File: src/rtl/mvu_pe_ctrl_pkg.sv
// Shared definitions for the MVU processing-element controller.
//   mvu_ctrl_state_t : sequencing state (FILL / REUSE / HOLD)
//   clog2_min1       : address-width helper that never returns less than 1
package mvu_pe_ctrl_pkg;

    typedef enum logic [1:0] {
        FILL  = 2'd0,   // first neuron fold: beats come from the input stream
        REUSE = 2'd1,   // later neuron folds: beats come from the activation buffer
        HOLD  = 2'd2    // fold finished, waiting for the result to be taken
    } mvu_ctrl_state_t;

    // A 1-entry memory still needs a 1-bit address port.
    function automatic int clog2_min1(input int n);
        return (n <= 2) ? 1 : $clog2(n);
    endfunction

endpackage

File: src/rtl/mvu_pe_ctrl_dly.sv
// mvu_ctrl_dly: DEPTH-stage shift register that aligns the issue-stage
// control bits with data arriving from the weight memory / activation buffer.
//   clk   in  clock
//   rst_n in  asynchronous active-low reset, clears every stage
//   d     in  W-bit control word from the issue stage
//   q     out the same word DEPTH cycles later
module mvu_ctrl_dly #(
    parameter int DEPTH = 1,
    parameter int W     = 4
) (
    input  logic         clk,
    input  logic         rst_n,
    input  logic [W-1:0] d,
    output logic [W-1:0] q
);

    // chain[0] is the input, chain[gi+1] the output of stage gi
    logic [W-1:0] chain [DEPTH+1];

    assign chain[0] = d;

    generate
        for (genvar gi = 0; gi < DEPTH; gi++) begin : g_stage
            logic [W-1:0] q_reg;
            always_ff @(posedge clk or negedge rst_n) begin
                if (!rst_n) q_reg <= '0;
                else        q_reg <= chain[gi];
            end
            assign chain[gi+1] = q_reg;
        end
    endgenerate

    assign q = chain[DEPTH];

endmodule

File: src/rtl/mvu_pe_ctrl.sv
// mvu_pe_ctrl: sequencing controller for one MVU PE array. Walks the weight
// matrix in SF synapse folds x NF neuron folds, drives the weight memory and
// activation buffer, times accumulator enable/clear and owns both handshakes.
//   clk, rst_n          clock / asynchronous active-low reset
//   in_v, in_rdy        input activation beat handshake
//   out_v, out_rdy      finished neuron fold handshake
//   wmem_en, wmem_addr  weight-memory read (addr = nf*SF + sf)
//   ibuf_we, ibuf_addr  activation-buffer write / address (= sf)
//   act_sel             0 = streamed activation, 1 = buffer read data
//   acc_en, acc_clr     accumulator update / load-instead-of-add
//   busy                a fold is in progress or a result is pending
module mvu_pe_ctrl
    import mvu_pe_ctrl_pkg::*;
#(
    parameter int MatrixW  = 4,
    parameter int MatrixH  = 4,
    parameter int SIMD     = 2,
    parameter int PE       = 2,
    parameter int WMEM_LAT = 1,
    localparam int SF      = MatrixW / SIMD,
    localparam int NF      = MatrixH / PE,
    localparam int WMEM_AW = clog2_min1(SF * NF),
    localparam int IBUF_AW = clog2_min1(SF)
) (
    input  logic               clk,
    input  logic               rst_n,
    input  logic               in_v,
    output logic               in_rdy,
    output logic               out_v,
    input  logic               out_rdy,
    output logic               wmem_en,
    output logic [WMEM_AW-1:0] wmem_addr,
    output logic               ibuf_we,
    output logic [IBUF_AW-1:0] ibuf_addr,
    output logic               act_sel,
    output logic               acc_en,
    output logic               acc_clr,
    output logic               busy
);

    localparam int NF_W = clog2_min1(NF);

    mvu_ctrl_state_t    state_reg, state_next;
    logic [IBUF_AW-1:0] sf_reg, sf_next;
    logic [NF_W-1:0]    nf_reg, nf_next;
    logic [WMEM_AW-1:0] addr_reg, addr_next;
    logic               pending_reg, pending_next;
    logic               out_v_reg, out_v_next;
    // Low while in reset and for the first edge after it, so in_rdy is 0
    // during reset yet still comes from a register only.
    logic               alive_reg;

    logic               issue;
    logic               sf_last, nf_last, addr_last;
    logic               out_fire;
    logic [3:0]         dly_d, dly_q;
    logic               dly_last;

    assign sf_last   = (sf_reg == IBUF_AW'(SF - 1));
    assign nf_last   = (nf_reg == NF_W'(NF - 1));
    assign addr_last = (addr_reg == WMEM_AW'(SF * NF - 1));
    assign out_fire  = out_v_reg && out_rdy;

    always_comb begin
        in_rdy = alive_reg && (state_reg == FILL) && !pending_reg;
        issue  = 1'b0;
        case (state_reg)
            FILL:    issue = in_v && in_rdy;
            REUSE:   issue = 1'b1;
            default: issue = 1'b0;
        endcase
    end

    always_comb begin
        state_next   = state_reg;
        sf_next      = sf_reg;
        nf_next      = nf_reg;
        addr_next    = addr_reg;
        pending_next = pending_reg;
        out_v_next   = out_v_reg;

        if (issue) begin
            addr_next = addr_last ? '0 : addr_reg + 1'b1;
            if (sf_last) begin
                sf_next      = '0;
                nf_next      = nf_last ? '0 : nf_reg + 1'b1;
                pending_next = 1'b1;
                state_next   = HOLD;
            end else begin
                sf_next = sf_reg + 1'b1;
            end
        end

        // nf has already wrapped by the time we sit in HOLD
        if (state_reg == HOLD && out_fire)
            state_next = (nf_reg != '0) ? REUSE : FILL;

        if (out_fire) begin
            out_v_next   = 1'b0;
            pending_next = 1'b0;
        end
        // Accumulator absorbs its final beat this cycle; result is valid next.
        if (acc_en && dly_last)
            out_v_next = 1'b1;
    end

    always_ff @(posedge clk or negedge rst_n) begin
        if (!rst_n) begin
            state_reg   <= FILL;
            sf_reg      <= '0;
            nf_reg      <= '0;
            addr_reg    <= '0;
            pending_reg <= 1'b0;
            out_v_reg   <= 1'b0;
            alive_reg   <= 1'b0;
        end else begin
            state_reg   <= state_next;
            sf_reg      <= sf_next;
            nf_reg      <= nf_next;
            addr_reg    <= addr_next;
            pending_reg <= pending_next;
            out_v_reg   <= out_v_next;
            alive_reg   <= 1'b1;
        end
    end

    // clr/sel/last are qualified by issue so idle cycles carry all zeros.
    assign dly_d = {issue,
                    issue && (sf_reg == '0),
                    issue && (nf_reg != '0),
                    issue && sf_last};

    mvu_ctrl_dly #(
        .DEPTH (WMEM_LAT),
        .W     (4)
    ) u_dly (
        .clk   (clk),
        .rst_n (rst_n),
        .d     (dly_d),
        .q     (dly_q)
    );

    assign acc_en    = dly_q[3];
    assign acc_clr   = dly_q[2];
    assign act_sel   = dly_q[1];
    assign dly_last  = dly_q[0];

    assign out_v     = out_v_reg;
    assign wmem_en   = issue;
    assign wmem_addr = addr_reg;
    assign ibuf_we   = issue && (state_reg == FILL);
    assign ibuf_addr = sf_reg;
    assign busy      = (state_reg != FILL) || (sf_reg != '0) || pending_reg;

endmodule

File: config.mk
export PLATFORM = sky130hd
export DESIGN_NAME = mvu_pe_ctrl
export DESIGN_NICKNAME = d
export VERILOG_FILES = /design/src/rtl/mvu_pe_ctrl_pkg.sv /design/src/rtl/mvu_pe_ctrl_dly.sv /design/src/rtl/mvu_pe_ctrl.sv
export SDC_FILE = /design/constraint.sdc
export NUM_CORES = 1
export LEC_CHECK = 0
export BUFFER_PORTS_ARGS = -buffer_cell sky130_fd_sc_hd__buf_4
export CAP_MARGIN = 20
export CORE_AREA = 2 2 40 42
export CTS_BUF_LIST = sky130_fd_sc_hd__clkbuf_16
export DETAILED_ROUTE_END_ITERATION = 8
export DIE_AREA = 0 0 42 44
export PLACE_DENSITY = 0.61
export SLEW_MARGIN = 20
export SYNTH_ARGS = -nofsm -noshare
export SYNTH_HDL_FRONTEND = slang
export SYNTH_SLANG_ARGS = --single-unit
File: constraint.sdc
create_clock -name clk -period 1.17 [get_ports clk]
set_input_delay 0.234 -clock clk [delete_from_list [all_inputs] [get_ports clk]]
set_output_delay 0.234 -clock clk [all_outputs]
set_load 0.02 [all_outputs]
* Word level (Yosys, flattened, before mapping) *
Cells that the tools add are included.

storage, ports and cells
  register bits after elaboration = 13
  bits in latches = 0
  memory bits (writable) = 0
  memory bits (read-only) = 0
  input port bits = 4
  output and inout port bits = 11
  logic and storage cells = 51
  memories kept = 0

cells by class
  add/sub/neg operators = 3
  multiply operators = 0
  divide/modulo/power cells = 0
  magnitude comparators = 0
  equal/unequal tests = 3
  shifts and indexed selects = 0
  mux-type cells = 13
  bitwise operators = 1
  reductions and logical operators = 23

operators with widths
  cell                 number
  $reduce_bool 2->1    6
  $logic_and 1x1->1    10
  $mux 1               8
  $mux 2               4
  $reduce_and 2->1     3
  $eq 2x2->1 const B   2
  $add 1x1->1 const B  2
  $add 2x1->2 const B  1
  $eq 2x1->1 const B   1
  $logic_not 2->1      1
  $logic_or 1x1->1     2
  $pmux 1 s2           1
  $logic_not 1->1      1
  $not 1->1            1

* Depth between registers and ports, before layout *
Gate-level depths: netlist (run 1).

  depth after elaboration = 7
  depth in mapped cells = 3
  gate-level depth less buffers = 3

* By module *
Synthesis (run 1) repeated with hierarchy kept, for this count alone.

second synthesis, totals
  cell total of the unflattened synthesis = 43
  area total of the unflattened synthesis = 526.8 um2

by module, submodules not included
  module        times used  cells an instance  area each (um2)  seq. area each (um2)
  mvu_pe_ctrl   1           39                 426.7            225.2
  mvu_ctrl_dly  1           4                  100.1            100.1

* Worst setup path before layout (run 1) *
No wires, ideal clock.

  path kind = register -> register
  start = reg pending_reg
  end = reg addr_reg[0], in the netlist wmem_addr[0]
  library setup time = 0.125 ns
  data arrival time = 1.209 ns
  required time = 1.045 ns
  setup slack = -0.163 ns
  cell stages (with the launch flop) = 4
  path buffers = 0
  period minus slack after synthesis = 1.333 ns
  path through = dfrtp_1 nand3b_4 a21oi_4 mux2_2

on the way
  longest elaborated chain between the ends = 4

ends and longest elaborated chain
  what                    line                source
  from (decl)             mvu_pe_ctrl.sv:47   logic pending_reg, pending_next;
  from (signal assigned)  mvu_pe_ctrl.sv:121  pending_reg <= pending_next;
  $logic_not 1->1         mvu_pe_ctrl.sv:65   in_rdy = alive_reg && (state_reg == FILL) && !pending_reg;
  $logic_and 1x1->1       mvu_pe_ctrl.sv:65
  $logic_and 1x1->1       mvu_pe_ctrl.sv:68   FILL: issue = in_v && in_rdy;
  $pmux 1 s2              mvu_pe_ctrl.sv:67   case (state_reg)
  via wmem_en             mvu_pe_ctrl.sv:31   output logic wmem_en,
  to (signal assigned)    mvu_pe_ctrl.sv:120  addr_reg <= addr_next;
  to (decl)               mvu_pe_ctrl.sv:46   logic [WMEM_AW-1:0] addr_reg, addr_next;

The timed path passes the listed nets, and every way through them passes these cells.
A chain may end at the register's enable or synchronous reset.

* Worst setup path after layout (run 1) *
  start = reg state_reg[0]
  end = out ibuf_we

on the way
  longest elaborated chain between the ends = 6
  elaborated cells on any way between the ends = 7
  those cells by class = eq/ne (1); mux (1); reduce/logical (5)

ends and longest elaborated chain
  what                            line                                                      source
  from (decl)                     mvu_pe_ctrl.sv:43                                         mvu_ctrl_state_t state_reg, state_next;
  from (signal assigned)          mvu_pe_ctrl.sv:117                                        state_reg <= state_next;
  $logic_not 2->1                 mvu_pe_ctrl.sv:65, mvu_pe_ctrl.sv:67, mvu_pe_ctrl.sv:151
  $logic_and 1x1->1 (2 in a row)  mvu_pe_ctrl.sv:65
  $logic_and 1x1->1               mvu_pe_ctrl.sv:68
  $pmux 1 s2                      mvu_pe_ctrl.sv:67
  $logic_and 1x1->1 (*)           mvu_pe_ctrl.sv:151                                        assign ibuf_we = issue && (state_reg == FILL);
  to (decl)                       mvu_pe_ctrl.sv:33                                         output logic ibuf_we,

Mark *: on every way between the ends. The rest lies on a longest branch, timed or not.

==> summary.txt, run 1 <==
STA
  • Fin. max-slew vios: 0
  • FMAX: 0.709 GHz
  • Final setup vio count: 13
  • Final worst slack: -0.240 ns
  • RSZ-0062 raised after global routing: yes
  • Final Hold Viols: 0
  • Tmin final: 1.41 ns
  • Fin crit share: 121%
  • Hold Slack: 0.194 ns
  • Final setup TNS: -1.38 ns
  • Setup Skew: 0.00177 ns

Global route
  • Largest net degree at the start of global routing: 14
  • Global-route wire length before repair: 1.79 mm
  • Initial antenna violation count: 0
  • GRT Resource Usage Total: 13.6%
  • Vias in the first global route: 396
  • Grt ovf: 0

Layout
  • FF/Latch Area: 325 sq um
  • # diodes: 0
  • Final Instance Count excl. Fillers: 85
  • Layout overhead on the synthesized area: 63.1%
  • Max reg flops: 4
  • Nets: 75
  • Layout cell share with drive strength beyond 1: 55.1%
  • Filler instances: 117
  • Non-Filler Cell Area, Final: 873 sq um
  • Area of the multi-input gates: 219 sq um
  • Final core occ: 61.6%

Die
  • Num rows: 14
  • Initial Util: 37.7%
  • Die ar.: 0.00185 sq mm
  • DIE HEIGHT: 44 um
  • Die W: 42 um
  • Core Box Area: 0.00142 sq mm
  • Num ports: 15

Synth
  • Number of synthesized flops with an enable pin: 0
  • Ys flop type: dfrtp_1
  • Post-synth top area share: 60.7%
  • Synthesized instance count: 40
  • Async set-reset flop share out of synthesis: 100%
  • Top area cells in the synthesized netlist: dfrtp_1, mux2_2, a211oi_4
  • Sequential area share after synthesis: 60.7%
  • Netlist cell types: 21
  • Warnings from Yosys: 0
  • Most frequent cells after synthesis: dfrtp_1, inv_1
  • Count leader, synth: dfrtp_1
  • Syn Area/Cell: 13.4 sq um
  • Synthesized Nets: 45
  • Number of synthesized register bits: 13
  • Post-synth top area cell: dfrtp_1
  • Cell area after synthesis: 536 sq um

Place
  • Post-Place Worst Slack: -0.0988 ns
  • Routability congestion estimate: 0.716
  • Post-DP HPWL: 786 um
  • Placed instance area: 698 sq um
  • Inst Count DP: 74
  • IO Port Bufs: 14

Setup path
  • FF-to-FF setup slack: -0.13 ns
  • Endpoint type of the worst setup path: output port
  • Worst EP required: 0.94 ns
  • Startpoint Class: flop
  • CP Max Fanout: 3
  • CP arrival: 1.18 ns
  • Crit Path Class: flop to output port

Route
  • DR iter-0 viols: 0
  • DRC: 0
  • Per-cell routed wire length: 13.1 um
  • Routed Antenna Nets: 0
  • Drt pass-1 iters: 1
  • WL final: 1.12 mm
  • Vias per inst: 4.59
  • Total number of vias: 390

Power and ir drop
  • Pint: 926 uW
  • Flop pwr share: 40.8%
  • VDD IR-drop max: 0.987 mV
  • Leak pwr: 0.434 nW
  • Total power: 1.12 mW
  • Clk network pwr share: 55.5%
  • Switching pwr: 197 uW
  • Sw Share: 17.5%
  • Gate power share: 3.7%
  • PwrDens: 1290 mW/mm^2

Clock network
  • Bufs on Longest Clock Path: 2
  • Worst-path clk slew: 0.04 ns
  • TritonCTS clock tree: done
  • Clock Sink Count: 13
  • H-tree lvl count: 1
  • Clk_lat worst skew: 0.24 ns
  • Cts bufs inserted: 3
  • Root buffer cell: clkbuf_16

Job
  • Max-cap violation count: 0

Run status
  • Failing checks: setup timing
  • Status: complete, but fails checks

Worst hold path
  • Worst min-delay path class: primary input to flop
-- cells by family (layout without fill, tap and decap cells) --
logic type | Yosys count | after routing | share of synthesized area, %
other | 1 | 1 | 0.700
DFF | 13 | 13 | 60.7
adders and majority gates | 1 | 1 | 2.34
muxes | 2 | 2 | 4.21
buffers and inverters | 3 | 32 | 2.10
xor gates and xnor gates | 2 | 2 | 3.27
AOI/OAI and AO/OA | 7 | 7 | 12.9
and+or+nand+nor | 11 | 11 | 13.8
-- area by class of cell --
cell class / instances / area share (%)
clock inverter: 1 / 0.430
clock buffer: 3 / 8.60
timing repair buffer: 25 / 24.8
inverter: 3 / 1.58
multi-input combinational: 24 / 25.1
tap: 16 / 2.29
sequential: 13 / 37.2
-- power by group through the flow --
stage          logic [mW]  registers (mW)  clock network (mW)
2_1_floorplan     0.00892           0.464                   0
3_3_place_gp       0.0311           0.465                   0
3_5_place_dp       0.0320           0.465                   0
4_1_cts            0.0347           0.459               0.631
5_1_grt            0.0453           0.459               0.653
6_report           0.0410           0.459               0.623
-- path summary, 6_finish.rpt --
| check | startpoint | endpoint | cells past startpoint |
|---|---|---|---|
| min in group asynchronous | rst_n | u_dly.q[0] | 2 |
| hold reg to reg | u_dly.q[0] | out_v | 2 |
| hold / removal | out_rdy | pending_reg | 2 |
| setup / recovery | state_reg[0] | ibuf_we | 3 |
| max in group asynchronous | rst_n | wmem_addr[1] | 2 |
| setup reg to reg | pending_reg | wmem_addr[0] | 4 |
-- timing repair --
item,4_1_cts,5_1_grt
pin swaps,4,2
setup endpoints to repair,11,14
setup buffers,3,3
gates resized for setup,5,6
hold buffers,1,0
hold endpoints to repair,13,0
-- metal layers --
| layer | track usage (%) | share of wire, % |
|---|---|---|
| met3 | 3.75 | 3.9 |
| met1 | 14.6 | 41 |
| met2 | 25.0 | 55 |
| met5 | 0 | 0 |
| met4 | 5.81 | 0 |
-- critical path: stages, from the launching register on --
cell and delay [ns]:
dfrtp_1 0.38, nor3_2 0.23, and3_2 0.20, buf_4 0.13
-- cells in the final DEF (no fill, tap or decap) --
cell | synthesis | layout
a211oi_4 | 1 | 1
a21o_2 | 1 | 1
a21oi_1 | 2 | 2
a21oi_4 | 1 | 1
a2bb2oi_1 | 1 | 1
and2_1 | 2 | 2
and2_2 | 1 | 1
and3_2 | 1 | 1
buf_4 | 0 | 17
buf_6 | 0 | 7
clkbuf_16 | 0 | 3
conb_1 | 1 | 1
dfrtp_1 | 13 | 13
dlygate4sd3_1 | 0 | 1
ha_1 | 1 | 1
inv_1 | 3 | 3
inv_4 | 0 | 1
mux2_4 | 0 | 2
nand2_1 | 2 | 2
nand3_1 | 2 | 2
nand3b_4 | 1 | 1
nor2_1 | 1 | 1
nor3_2 | 0 | 1
o21ai_0 | 1 | 1
xnor2_2 | 0 | 1
xor2_1 | 1 | 1
(Power assumes the default switching activity.)
==> run 2: changes to the inputs <==
- ABC_AREA: unset -> 1
- PLACE_DENSITY: 0.61 -> 0.62
- SLEW_MARGIN: 20 -> unset
==> summary.txt, run 2 <==
Global route
  • Vias in the first global route: 439
  • Grt ovf: 0
  • GRT Resource Usage Total: 15.0%
  • Initial antenna violation count: 0
  • Largest net degree at the start of global routing: 14
  • Global-route wire length before repair: 1.87 mm

Synth
  • Ys flop type: dfrtp_1
  • Synthesized instance count: 51
  • Number of synthesized register bits: 13
  • Syn Area/Cell: 10.7 sq um
  • Cell area after synthesis: 547 sq um
  • Netlist cell types: 19
  • Synthesized Nets: 56
  • Warnings from Yosys: 0
  • Top area cells in the synthesized netlist: dfrtp_1, nand2_1, nand2_4
  • Count leader, synth: dfrtp_1
  • Post-synth top area cell: dfrtp_1
  • Most frequent cells after synthesis: dfrtp_1, nand2_1, inv_1
  • Async set-reset flop share out of synthesis: 100%
  • Sequential area share after synthesis: 59.5%
  • Number of synthesized flops with an enable pin: 0
  • Post-synth top area share: 59.5%

STA
  • Fin. max-slew vios: 0
  • Hold Slack: 0.333 ns
  • Tmin final: 1.37 ns
  • Setup Skew: 0.00153 ns
  • Final worst slack: -0.201 ns
  • Final setup vio count: 4
  • FMAX: 0.729 GHz
  • Final Hold Viols: 0
  • RSZ-0062 raised after global routing: yes
  • Fin crit share: 117%

Setup path
  • CP Max Fanout: 2
  • Worst EP required: 0.94 ns
  • Crit Path Class: flop to output port
  • CP arrival: 1.14 ns
  • Startpoint Class: flop
  • Endpoint type of the worst setup path: output port

Clock network
  • Root buffer cell: clkbuf_16
  • TritonCTS clock tree: done
  • H-tree lvl count: 1
  • Cts bufs inserted: 3
  • Clock Sink Count: 13
  • Clk_lat worst skew: 0.24 ns
  • Bufs on Longest Clock Path: 2
  • Worst-path clk slew: 0.04 ns

Layout
  • Most frequent cells in the layout: buf_4, dfrtp_1, nand2_1
  • Nets: 89
  • FF/Latch Area: 325 sq um
  • Final Instance Count excl. Fillers: 99
  • Layout overhead on the synthesized area: 70.7%
  • Area of the multi-input gates: 241 sq um
  • Filler instances: 109
  • # diodes: 0
  • Non-Filler Cell Area, Final: 933 sq um
  • Layout cell share with drive strength beyond 1: 56.6%
  • Max reg flops: 4
  • Most common cell after layout, fill and taps aside: buf_4
  • Final core occ: 65.8%

Die
  • Die W: 42 um
  • Die ar.: 0.00185 sq mm
  • Num rows: 14
  • Initial Util: 38.5%
  • Core Box Area: 0.00142 sq mm
  • DIE HEIGHT: 44 um
  • Num ports: 15

Route
  • Vias per inst: 4.62
  • DR iter-0 viols: 1
  • Per-cell routed wire length: 12.6 um
  • DRC: 0
  • WL final: 1.25 mm
  • Routed Antenna Nets: 0
  • Total number of vias: 457
  • Drt pass-1 iters: 3

Place
  • Post-DP HPWL: 790 um
  • Placed instance area: 736 sq um
  • IO Port Bufs: 14
  • Routability congestion estimate: 0.742
  • Inst Count DP: 88

Run status
  • Failing checks: setup timing
  • Status: complete, but fails checks

Power and ir drop
  • Total power: 1.11 mW
  • PwrDens: 1190 mW/mm^2
  • Leak pwr: 0.508 nW
  • VDD IR-drop max: 0.902 mV

Worst hold path
  • Worst min-delay path class: primary input to flop

Job
  • Max-cap violation count: 0
run 2: worst paths after layout:
kind | start | to | slack [ns] | cells after the start
worst max-delay path | state_reg[0] | ibuf_we | -0.20 | 4
worst min-delay path | out_rdy | pending_reg | 0.33 | 4
worst max register to register | state_reg[0] | state_reg[0] | 0 | 6
worst min register to register | u_dly.q[0] | out_v | 0.47 | 1
max in group asynchronous | rst_n | wmem_addr[1] | 0.61 | 2
min in group asynchronous | rst_n | ibuf_addr | 0.40 | 2
run 2: area by class of cell:
type                    count  share of cell area, %
flip-flops and latches     13                   34.9
multi-input cells          30                   25.9
repair buffers             28                   25.2
clock buffers               3                   8.04
inverters                   8                   3.49
well taps                  16                   2.14
clock inverters             1                  0.402
run 2: what timing repair did:
item	in CTS	in global routing
setup buffers	4	2
pin swaps	2	3
hold buffers	1	0
endpoints found under the hold margin	13	0
gates resized for setup	6	11
endpoints found under the setup margin	4	7
run 2: cell families after synthesis:
| group | share of synthesized area [%] |
|---|---|
| compound gates | 4.35 |
| xor+xnor | 2.98 |
| fa+ha+maj | 2.29 |
| buf+inv | 5.49 |
| flops | 59.5 |
| other cells | 0.686 |
| simple gates | 24.7 |
run 2: power breakdown:
group | internal (mW) | total, mW | switching [mW]
Combinational | 0.0100 | 0.0213 | 0.0112
Sequential | 0.453 | 0.455 | 0.00214
Clock | 0.450 | 0.630 | 0.180
run 2: per-stage QoR:
| stage | setup TNS, ns | worst slack (ns) |
|---|---|---|
| 2_1_floorplan | -0.00677 | -0.00677 |
| 3_3_place_gp | 0 | 0.0572 |
| 3_5_place_dp | 0 | 0.0206 |
| 4_1_cts | -0.670 | -0.183 |
| 5_1_grt | -1.02 | -0.242 |
| 6_report | -0.743 | -0.201 |
run 2: per-layer routing:
layer	vias up	part of all wire [%]	track usage (%)
li1	224	-	-
met1	221	40	16.3
met2	8	55	24.4
met3	4	3.2	5.00
met4	0	2.2	11.6
met5	-	0	0
run 2: critical path: stages, from the launching register on:
cell and delay (ns):
dfrtp_1 0.39, inv_2 0.08, nand3_4 0.08, nor3b_4 0.21, buf_6 0.14
==> run 3: changes to the inputs <==
- ABC_AREA: 1 -> 0
- CORE_AREA: 2 2 40 42 -> 2 2 43 45
- DIE_AREA: 0 0 42 44 -> 0 0 45 47
- PLACE_DENSITY: 0.62 -> 0.53
- SLEW_MARGIN: unset -> 5
==> summary.txt, run 3 (same netlist as run 1, synthesis figures left out) <==
Place
  • Post-DP HPWL: 683 um
  • Inst Count DP: 77
  • Routability congestion estimate: 0.761
  • IO Port Bufs: 14

Layout
  • Area of the multi-input gates: 221 sq um
  • Most common cell after layout, fill and taps aside: buf_4
  • Layout cell share with drive strength beyond 1: 57.7%
  • Nets: 77
  • Filler instances: 148
  • Final Instance Count excl. Fillers: 88
  • FF/Latch Area: 325 sq um
  • Layout overhead on the synthesized area: 69.2%
  • Final core occ: 54.8%
  • Max reg flops: 4
  • # diodes: 0
  • Most frequent cells in the layout: buf_4, dfrtp_1, buf_6

STA
  • Final setup TNS: -1.30 ns
  • Fin. max-slew vios: 0
  • Tmin final: 1.41 ns
  • Final Hold Viols: 0
  • FMAX: 0.710 GHz
  • RSZ-0062 raised after global routing: yes
  • Fin crit share: 120%
  • Setup Skew: 0.00473 ns
  • Final worst slack: -0.238 ns
  • Final setup vio count: 10

Clock network
  • Worst-path clk slew: 0.04 ns
  • Root buffer cell: clkbuf_16
  • H-tree lvl count: 1
  • TritonCTS clock tree: done
  • Clk_lat worst skew: 0.24 ns
  • Cts bufs inserted: 3
  • Bufs on Longest Clock Path: 2
  • Clock Sink Count: 13

Setup path
  • Startpoint Class: flop
  • Endpoint type of the worst setup path: output port
  • Worst EP required: 0.94 ns
  • Crit path to: ibuf_we
  • R2r worst-path depth: 4
  • Worst r2r src: pending_reg
  • RR Endpoint: wmem_addr[1]
  • Crit Path Class: flop to output port
  • FF-to-FF setup slack: -0.14 ns
  • Critical Path Start: pending_reg
  • CP arrival: 1.17 ns
  • CP Max Fanout: 3

Die
  • Num rows: 15
  • Die W: 45 um
  • Core Box Area: 0.00165 sq mm
  • Die ar.: 0.00212 sq mm
  • DIE HEIGHT: 47 um
  • Initial Util: 32.4%
  • Num ports: 15

Run status
  • Failing checks: setup timing
  • Status: complete, but fails checks

Power and ir drop
  • Clk network pwr share: 55.6%
  • VDD IR-drop max: 0.982 mV
  • PwrDens: 1240 mW/mm^2
  • Switching pwr: 199 uW
  • Sw Share: 17.7%
  • Total power: 1.13 mW
  • Gate power share: 3.6%
  • Flop pwr share: 40.7%
  • Leak pwr: 0.454 nW
  • Pint: 926 uW

Route
  • Total number of vias: 404
  • Vias per inst: 4.59
  • Drt pass-1 iters: 4
  • WL final: 1.09 mm
  • DR iter-0 viols: 1
  • Per-cell routed wire length: 12.4 um
  • DRC: 0
  • Routed Antenna Nets: 0

Global route
  • GRT Resource Usage Total: 12.6%
  • Global-route wire length before repair: 1.74 mm
  • Largest net degree at the start of global routing: 14
  • Vias in the first global route: 386
  • Initial antenna violation count: 0
  • Grt ovf: 0

Job
  • Max-cap violation count: 0

Worst hold path
  • Worst min-delay path class: primary input to flop
run 3: how the worst min path moves through the flow:
stage / from / end / cells past startpoint
6_report: out_rdy / pending_reg / 2
5_1_grt: out_rdy / pending_reg / 2
4_1_cts: out_rdy / pending_reg / 2
3_5_place_dp: rst_n / u_dly.q[2] / 1
3_3_place_gp: rst_n / ibuf_addr / 1
2_1_floorplan: rst_n / alive_reg / 0
run 3: area by class of cell:
cell class	instances	area share, %
Clock buffer	3	8.29
Clock inverter	1	0.414
Inverter	3	1.24
Multi-Input combinational cell	24	24.4
Sequential cell	13	35.9
Tap cell	17	2.35
Timing Repair Buffer	27	27.3
run 3: routing by layer:
metal	GRT usage, %	vias to the layer above	routed length [um]
li1	-	193	-
met1	15.0	194	504
met2	17.7	13	488
met3	7.31	4	70
met4	7.06	0	24
met5	0	-	0
run 3: critical path, stage by stage, from the launching register on:
cell and delay, ns:
dfrtp_1 0.39, nor3_2 0.22, and3_2 0.20, buf_4 0.13
run 3: power groups by stage:
stage,clock network [mW],registers (mW),logic [mW]
after global routing,0.674,0.458,0.0442
after global placement,0,0.465,0.0340
final,0.626,0.458,0.0407
after CTS,0.651,0.458,0.0369
after detailed placement,0,0.465,0.0341
after floorplan,0,0.464,0.00892
run 3: what timing repair did:
item / in CTS / in global routing
resized for setup: 8 / 4
buffers inserted: 4 / 2
hold endpoints to repair: 13 / 0
hold buffers: 1 / 0
endpoints found under the setup margin: 7 / 12
pin swaps: 3 / 2
run 3: through the flow:
| step | cell area, sq um | worst slack [ns] | hold WS (ns) |
|---|---|---|---|
| CTS | 873 | -0.256 | 0.189 |
| global placement | 727 | -0.0765 | 0.0884 |
| finish | 906 | -0.238 | 0.192 |
| global route | 906 | -0.278 | 0.192 |
| floorplan | 543 | -0.123 | -0.0616 |
| detailed placement | 727 | -0.0794 | 0.0890 |
